`src/rtl/if_pkg.sv`:
```
// ============================================================================
// if_pkg : shared types and default sizes for the instruction-fetch buffer
// Revision: 1.0
// ============================================================================
`default_nettype none

package if_pkg;

  localparam int IF_DEPTH  = 4;
  localparam int IF_ADDR_W = 32;
  localparam int IF_DATA_W = 32;

  typedef enum logic [1:0] {
    IDLE  = 2'd0,
    WAIT  = 2'd1,
    DRAIN = 2'd2
  } fsm_state_t;

  typedef struct packed {
    logic [IF_ADDR_W-1:0] pc;
    logic [IF_DATA_W-1:0] instr;
  } entry_t;

endpackage

`default_nettype wire

```
`src/rtl/if_sync_fifo.sv`:
```
// ============================================================================
// if_sync_fifo : circular in-order FIFO with push/pop/clear, head shown
//                combinationally from storage
// Revision: 1.0
// ============================================================================
`default_nettype none

module if_sync_fifo #(
  parameter int DEPTH = 4,
  parameter int WIDTH = 64
) (
  input  logic             clk,
  input  logic             rst,
  input  logic             push,
  input  logic             pop,
  input  logic             clear,
  input  logic [WIDTH-1:0] wdata,
  output logic [WIDTH-1:0] rdata,
  output logic             empty,
  output logic             full
);

  localparam int PTR_W = $clog2(DEPTH);
  localparam int CNT_W = PTR_W + 1;

  logic [WIDTH-1:0] mem [DEPTH];
  logic [PTR_W-1:0] rd_ptr;
  logic [PTR_W-1:0] wr_ptr;
  logic [CNT_W-1:0] count;
  logic             do_push;
  logic             do_pop;

  assign empty   = (count == '0);
  assign full    = (count == CNT_W'(DEPTH));
  assign do_pop  = pop && !empty;
  // A pop frees the slot in the same cycle, so push at full is legal with it.
  assign do_push = push && (!full || do_pop);
  assign rdata   = mem[rd_ptr];

  always_ff @(posedge clk or negedge rst) begin
    if (!rst) begin
      rd_ptr <= '0;
      wr_ptr <= '0;
      count  <= '0;
      for (int i = 0; i < DEPTH; i++) begin
        mem[i] <= '0;
      end
    end else if (clear) begin
      rd_ptr <= '0;
      wr_ptr <= '0;
      count  <= '0;
    end else begin
      if (do_push) begin
        mem[wr_ptr] <= wdata;
        wr_ptr      <= wr_ptr + 1'b1;
      end
      if (do_pop) begin
        rd_ptr <= rd_ptr + 1'b1;
      end
      case ({do_push, do_pop})
        2'b10:   count <= count + 1'b1;
        2'b01:   count <= count - 1'b1;
        default: count <= count;
      endcase
    end
  end

endmodule

`default_nettype wire

```
`src/rtl/if_fetch_buffer.sv`:
```
// ============================================================================
// if_fetch_buffer : fetch stage; issues one imem read per accepted PC and
//                   queues {pc, instr} for decode. Optional: IF_BYPASS_EN.
// Revision: 1.0
// ============================================================================
`default_nettype none

module if_fetch_buffer
  import if_pkg::*;
#(
  parameter int DEPTH  = IF_DEPTH,
  parameter int ADDR_W = IF_ADDR_W,
  parameter int DATA_W = IF_DATA_W
) (
  input  logic              clk,
  input  logic              rst,
  input  logic [ADDR_W-1:0] pc_in,
  input  logic              pc_valid,
  output logic              pc_ready,
  input  logic              flush,
  output logic              imem_req,
  output logic [ADDR_W-1:0] imem_addr,
  input  logic              imem_ack,
  input  logic [DATA_W-1:0] imem_rdata,
  output logic              inst_valid,
  input  logic              inst_ready,
  output logic [ADDR_W-1:0] inst_pc,
  output logic [DATA_W-1:0] inst_data
);

  fsm_state_t              state;
  logic [ADDR_W-1:0]       pc_q;
  logic [ADDR_W-1:0]       addr_q;
  logic                    req_q;

  logic                    accept;
  logic                    bypass;
  logic                    fifo_push;
  logic                    fifo_pop;
  logic                    fifo_empty;
  logic                    fifo_full;
  logic [ADDR_W+DATA_W-1:0] fifo_rdata;

`ifdef IF_BYPASS_EN
  assign bypass = (state == WAIT) && fifo_empty && imem_ack && !flush;
`else
  assign bypass = 1'b0;
`endif

  assign fifo_pop  = !fifo_empty && inst_ready;
  // A bypassed word that decode takes immediately never needs a slot.
  assign fifo_push = (state == WAIT) && imem_ack && !flush && !(bypass && inst_ready);

  assign pc_ready  = rst && (state == IDLE) && !flush && (!fifo_full || fifo_pop);
  assign accept    = pc_valid && pc_ready;

  assign imem_req  = req_q;
  assign imem_addr = addr_q;

  assign inst_valid = !fifo_empty || bypass;
  assign inst_pc    = bypass ? pc_q       : fifo_rdata[ADDR_W+DATA_W-1:DATA_W];
  assign inst_data  = bypass ? imem_rdata : fifo_rdata[DATA_W-1:0];

  always_ff @(posedge clk or negedge rst) begin
    if (!rst) begin
      state  <= IDLE;
      pc_q   <= '0;
      addr_q <= '0;
      req_q  <= 1'b0;
    end else begin
      case (state)
        IDLE: begin
          if (accept) begin
            pc_q   <= pc_in;
            addr_q <= {pc_in[ADDR_W-1:2], 2'b00};
            req_q  <= 1'b1;
            state  <= WAIT;
          end
        end
        WAIT: begin
          if (imem_ack) begin
            req_q <= 1'b0;
            state <= IDLE;
          end else if (flush) begin
            state <= DRAIN;
          end
        end
        DRAIN: begin
          // The outstanding read must still complete; its data is dropped.
          if (imem_ack) begin
            req_q <= 1'b0;
            state <= IDLE;
          end
        end
        default: begin
          req_q <= 1'b0;
          state <= IDLE;
        end
      endcase
    end
  end

  if_sync_fifo #(
    .DEPTH (DEPTH),
    .WIDTH (ADDR_W + DATA_W)
  ) u_fifo (
    .clk   (clk),
    .rst   (rst),
    .push  (fifo_push),
    .pop   (fifo_pop),
    .clear (flush),
    .wdata ({pc_q, imem_rdata}),
    .rdata (fifo_rdata),
    .empty (fifo_empty),
    .full  (fifo_full)
  );

endmodule

`default_nettype wire

```
`config.mk`:
```
export PLATFORM = sky130hd
export DESIGN_NAME = if_fetch_buffer
export DESIGN_NICKNAME = d
export VERILOG_FILES = /design/src/rtl/if_pkg.sv /design/src/rtl/if_sync_fifo.sv /design/src/rtl/if_fetch_buffer.sv
export SDC_FILE = /design/constraint.sdc
export NUM_CORES = 1
export LEC_CHECK = 0
export ABC_AREA = 0
export BUFFER_PORTS_ARGS = -buffer_cell sky130_fd_sc_hd__buf_2
export CAP_MARGIN = 0
export CORE_UTILIZATION = 35
export DETAILED_ROUTE_END_ITERATION = 10
export PLACE_DENSITY = 0.6
export REMOVE_ABC_BUFFERS = 1
export SKIP_CTS_REPAIR_TIMING = 1
export SYNTH_ARGS = -nofsm -noshare
export SYNTH_HDL_FRONTEND = slang
export SYNTH_HIERARCHICAL = 1
export SYNTH_SLANG_ARGS = --single-unit
export TNS_END_PERCENT = 10
```
`constraint.sdc`:
```
create_clock -name clk -period 6 [get_ports clk]
set_clock_uncertainty 0.05 [all_clocks]
set_input_delay 0.9 -clock clk [delete_from_list [all_inputs] [get_ports clk]]
set_output_delay 0.9 -clock clk [all_outputs]
set_load 0.03 [all_outputs]
```
==> Word level (Yosys, flattened, before mapping) <==
Index checks and enable logic that the tools add are counted.
{ "op_classes": {"addsub": 4, "n_lt_le_gt_ge": 3, "eq_ne": 9, "n_mux": 20, "n_bitwise": 3, "n_reduce_logical": 25} }
{ "op_table": {"columns": ["op", "n"], "rows": [
  ["$bwmux W256", 1],
  ["$mux W64", 3],
  ["$bmux W64 S2", 1],
  ["$demux W64 S2", 1],
  ["$mux W2", 8],
  ["$logic_and A1 B1 Y1", 10],
  ["$ge A3 B3 Y1 const B", 2],
  ["$not A2 Y3", 2],
  ["$pmux W2 S3", 1],
  ["$pmux W3 S2", 1],
  ["$reduce_and A2 Y1", 3],
  ["$add A2 B1 Y2 const B", 2],
  ["$eq A2 B1 Y1 const B", 2],
  ["$eq A2 B2 Y1 const B", 2],
  ["$ne A2 B2 Y1 const B", 2],
  ["$reduce_bool A2 Y1", 2],
  ["$add A3 B1 Y3 const B", 1],
  ["$eq A3 B3 Y1 const B", 1],
  ["$logic_not A1 Y1", 3],
  ["$logic_not A3 Y1", 1],
  ["$lt A3 B1 Y1 const B", 1],
  ["$mux W3", 1],
  ["$ne A3 B3 Y1 const B", 1],
  ["$reduce_and A3 Y1", 1],
  ["9 further kinds", 11]
]} }
{ "totals": {"regBits": 328, "input_bits": 70, "out_inout_bits": 99, "elab_cells": 75} }

==> Logic depth before layout (Yosys ltp) <==
{ "depth": {"word_depth": 9, "depth_mapped": 11, "ltp_nobuf": 9} }

==> Hierarchy <==
Netlist, hierarchy kept.
{ "modules_own_cells": {"columns": ["module", "n_inst", "cells_each", "area_each_um2", "seq_area_each_um2"], "rows": [
  ["if_sync_fifo", 1, 679, 12503.2, 6581.3],
  ["if_fetch_buffer", 1, 131, 1690.4, 875.8]
]} }

==> Least setup slack after synthesis <==
No wires, ideal clock.
{ "synth_timing": {"path_kind": "input to register", "startpoint": "in inst_ready", "endpoint": "reg u_fifo.count[2]", "setup_time_ns": 0.083, "arrival_time_ns": 2.819, "required_ns": 5.867, "path_slack_ns": 3.048, "cell_stages": 9, "n_path_buf": 1, "cell_sequence": "nand2b_1 -> inv_1 -> buf_2 -> o31ai_1 -> nor2_1 -> fa_1 -> or3b_2 -> or3_1 -> a31oi_1"} }
{ "synth_between": {"elab_chain_cells": 7, "elab_cells_between_ends": 9, "cone_classes": "eq/ne: 2; mux: 2; reduce/logical: 5"} }
{ "synth_rtl": {"columns": ["item", "line", "source"], "rows": [
  ["start, declared", "if_fetch_buffer.sv:26", "input logic inst_ready,"],
  ["$logic_and A1 B1 Y1 *", "if_fetch_buffer.sv:50", "assign fifo_pop = !fifo_empty && inst_ready;"],
  ["via fifo_pop", "if_fetch_buffer.sv:39", "logic fifo_pop;"],
  ["$logic_and A1 B1 Y1 *", "if_sync_fifo.sv:35", "assign do_pop = pop && !empty;"],
  ["$logic_or A1 B1 Y1", "if_sync_fifo.sv:37", "assign do_push = push && (!full || do_pop);"],
  ["$logic_and A1 B1 Y1", "if_sync_fifo.sv:37", null],
  ["$eq A2 B1 Y1 or $eq A2 B2 Y1 (tied branches)", "if_sync_fifo.sv:60", "case ({do_push, do_pop})"],
  ["$pmux W3 S2", "if_sync_fifo.sv:60", null],
  ["$mux W3", "if_sync_fifo.sv:48", "end else if (clear) begin"],
  ["end signal, assigned", "if_sync_fifo.sv:61", "2'b10: count <= count + 1'b1;"],
  ["end signal, assigned", "if_sync_fifo.sv:62", "2'b01: count <= count - 1'b1;"],
  ["end signal, assigned", "if_sync_fifo.sv:63", "default: count <= count;"],
  ["end, declared", "if_sync_fifo.sv:29", "logic [CNT_W-1:0] count;"]
]} }
Mark *: on every way through the listed nets, which the timed path passes. The rest lies on a longest branch.
A chain may end at the register's enable or synchronous reset.

==> Final worst setup path <==
{ "layout_timing": {"startpoint": "reg u_fifo.rd_ptr[0]", "endpoint": "out inst_data[22]"} }
{ "layout_between": {"elab_chain_cells": 4} }
{ "layout_rtl": {"columns": ["item", "line", "source"], "rows": [
  ["start, declared", "if_sync_fifo.sv:27", "logic [PTR_W-1:0] rd_ptr;"],
  ["start signal, assigned", "if_sync_fifo.sv:58", "rd_ptr <= rd_ptr + 1'b1;"],
  ["$not A2 Y3 (not written as such)", "if_sync_fifo.sv:38", "assign rdata = mem[rd_ptr];"],
  ["$bmux W64 S2", "if_sync_fifo.sv:38", null],
  ["$mux W64 (not written as such) (2 in a row)", "if_sync_fifo.sv:38", null],
  ["end, declared", "if_fetch_buffer.sv:28", "output logic [DATA_W-1:0] inst_data"]
]} }
Every way passes these cells. The select of a mux whose other input is x is not followed.

==> flow_summary.json <==
{
  "setup_violations": 0,
  "path_class": "register to output pin",
  "critPathCaptureType": "output pin",
  "overflow": 0,
  "ir_drop_mv": 0.2428,
  "final_cell_mix": "dfrtp_1 (296), mux2_4 (180), buf_2 (165)",
  "syn2layout_area_growth_pct": 14.18,
  "start_kind": "register",
  "avgSynthCellArea_um2": 17.52,
  "rsz0062_at_grt": "false",
  "hold_violations": 0,
  "io-pin-count": 169,
  "drtAntennaViolNets": 0,
  "critical-path-max-stage-delay_ns": 0.87,
  "vias": 7276,
  "viasPerCell": 4.864,
  "timing.fmax_mhz": 270.5,
  "final_nets": 1025,
  "cts-htree-levels": 2,
  "reg2reg_to": "u_fifo/count[2]$_DFFE_PN0P_",
  "tightest_slew_ns": 1.146,
  "initialDrtViolationCount": 298,
  "r2r-start": "u_fifo/count[0]$_DFFE_PN0P_",
  "critical_path.cell_chain": "buf_4, mux4_2, buf_2",
  "drc": 0,
  "core_area_um2": 39820,
  "clk_pin_slew_worst_paths_ns": 0.06,
  "use_met3_pct": 2.988,
  "root_buffer": "clkbuf_16",
  "p_sw_w": 0.002196,
  "syn_area_um2": 14190,
  "cts_tree": "done",
  "die-area_um2": 41360,
  "yosysTopAreaCell": "dfrtp_1",
  "final_common_cell": "dfrtp_1",
  "fp.dieH_um": 203.4,
  "synth_seq_cells": 298,
  "dieWidth_um": 203.4,
  "first_pass_iters": 6,
  "dp_hpwl_um": 16200,
  "gp_congestion": 0.7147,
  "rr_worst_depth": 9,
  "cp_max_fo": 30,
  "track_usage_pct": 14.50,
  "intPower_w": 0.004528,
  "drv_cap": 0,
  "yosysTopAreaCellShare_pct": 52.54,
  "ys_top_cells_by_area": "dfrtp_1 (53%), mux2_4 (19%), mux4_2 (10%)",
  "run_status": "complete, no violations",
  "grt_max_degree": 73,
  "period_needed_ns": 3.696,
  "grt_pass1_vias": 7904,
  "rows": 73,
  "io_buffers": 166,
  "cts_max_path_buffers": 3,
  "use_met2_pct": 21.65,
  "grt_first_pass_wirelength_um": 46480,
  "wl_per_cell_um": 19.23,
  "antenna_found_initial": 2,
  "combPwrFrac_pct": 27.9,
  "routed_wl_um": 28770,
  "drv_slew": 0,
  "synth_edf_count": 0,
  "p_leak_nw": 7.575,
  "pwr-share-seq_pct": 40.4,
  "crit_family": "flip-flops",
  "p_total_w": 0.006724,
  "synth.distinct_cells": 42,
  "yosysWarnings": 6,
  "async_flop_share_pct": 100.0,
  "fin_crit_sh_pct": 61.61,
  "cp.required_ns": 5.05,
  "p_per_area_nw_per_um2": 414.9,
  "globalRoute.busiestLayer": "met2",
  "relSlewSlack_pct": 23.61,
  "power.share.clock_pct": 31.7,
  "critPathArrivalTime_ns": 2.75,
  "synth_ff_type": "dfrtp_1",
  "use_met1_pct": 20.64,
  "slowest_stage": "dfrtp_4",
  "synth-seq-area-share_pct": 52.54,
  "rrSetupSlack_ns": 2.84,
  "timing.critical_path.buf_inv": 2,
  "final_util_pct": 40.70,
  "clock_latency_ns": 0.54,
  "clock-sinks": 298,
  "drive_gt1_share_pct": 60.31,
  "min_path_type": "input pin to async pin",
  "postSynthCellCount": 810,
  "cts_buffers": 37,
  "switching_share_pct": 32.65,
  "start_util_pct": 35.64
}
==> worst max-delay path by stage <==
stage                                       from                     endpoint  slack, ns  depth (start not counted)
floorplan                                  flush    u_fifo/mem[0]$_DFFE_PN0P_      -2.16                          4
global placement                           flush  u_fifo/count[2]$_DFFE_PN0P_       2.31                          8
detailed placement                         flush  u_fifo/count[2]$_DFFE_PN0P_       2.24                          8
CTS                 u_fifo/rd_ptr[0]$_DFFE_PN0P_                inst_data[22]       2.19                          3
global route        u_fifo/rd_ptr[0]$_DFFE_PN0P_                inst_data[22]       2.12                          3
finish              u_fifo/rd_ptr[0]$_DFFE_PN0P_                inst_data[22]       2.30                          3
==> flip-flops by register name, summed over array words and instances (netlist names) <==
register,cells
u_fifo/rd_ptr,2
u_fifo/wr_ptr,2
pc_q,32
u_fifo/mem,256
state,2
imem_req,1
u_fifo/count,3
==> power by group through the flow <==
stage	clock (W)	sequential [W]	combinational [W]
detailed placement	0	0.00274	0.00191
finish	0.00213	0.00271	0.00188
CTS	0.00221	0.00272	0.00191
global route	0.00228	0.00278	0.00200
global placement	0	0.00273	0.00188
floorplan	0	0.00285	0.00121
==> cells by family (layout without fill, tap and decap cells) <==
group                    count (synthesis)  in the layout  synth area share [%]
buffers and inverters                   93            252                 5.915
AO/OA/AOI/OAI                           19             19                0.9258
adder cells (fa/ha/maj)                  8              8                0.7581
multiplexers                           355            355                 37.98
flip-flops                             298            298                 52.54
other                                    1              3               0.02642
XOR/XNOR                                 4              4                0.2469
AND/OR/NAND/NOR                         32             32                 1.604
==> metrics by stage <==
| step | setup WS [ns] | std cells | setup TNS [ns] | instance area (um^2) | hold slack, ns |
|---|---|---|---|---|---|
| final | 2.304 | 1496 | 0 | 16210 | 0.2687 |
| after floorplan | -2.157 | 729 | -397.84 | 13400 | 0.4032 |
| after global routing | 2.123 | 1495 | 0 | 16200 | 0.3042 |
| after detailed placement | 2.237 | 1433 | 0 | 15050 | 0.4242 |
| after global placement | 2.310 | 1433 | 0 | 15050 | 0.4180 |
| after CTS | 2.192 | 1495 | 0 | 16200 | 0.2738 |
==> worst register-to-register path, cell delays in order (launching register included) <==
cell      delay, ns
dfrtp_1        0.51
nor3_1         0.34
nand2b_1       0.25
inv_1          0.21
o31ai_1        0.17
nor2_1         0.11
fa_1           0.47
or3b_2         0.48
or3_1          0.33
a31oi_1        0.17
==> Yosys cell counts, types with 6 or more instances <==
library cell	n
a21oi_1	6
buf_12	18
buf_2	14
buf_4	32
buf_6	8
clkbuf_1	6
dfrtp_1	298
ha_1	7
inv_1	11
mux2_1	9
mux2_2	100
mux2_4	180
mux4_2	64
nand2_1	6
nor2_1	8
==> routing by layer <==
metal	up-vias	share of wire, %
met2	136	45
met5	-	0.045
met4	2	2.5
met3	47	4.3
li1	3201	-
met1	3890	48
==> final cells by class <==
type	instances	area [um^2]
Antenna cell	1	2.502
Clock buffer	54	1050
Inverter	11	41.29
Tap cell	525	656.9
Clock inverter	8	101.3
Sequential cell	298	7465
Multi-Input combinational cell	420	5927
Timing Repair Buffer	179	963.4
Fill cell	3682	23620
(Power assumes the default switching activity.)
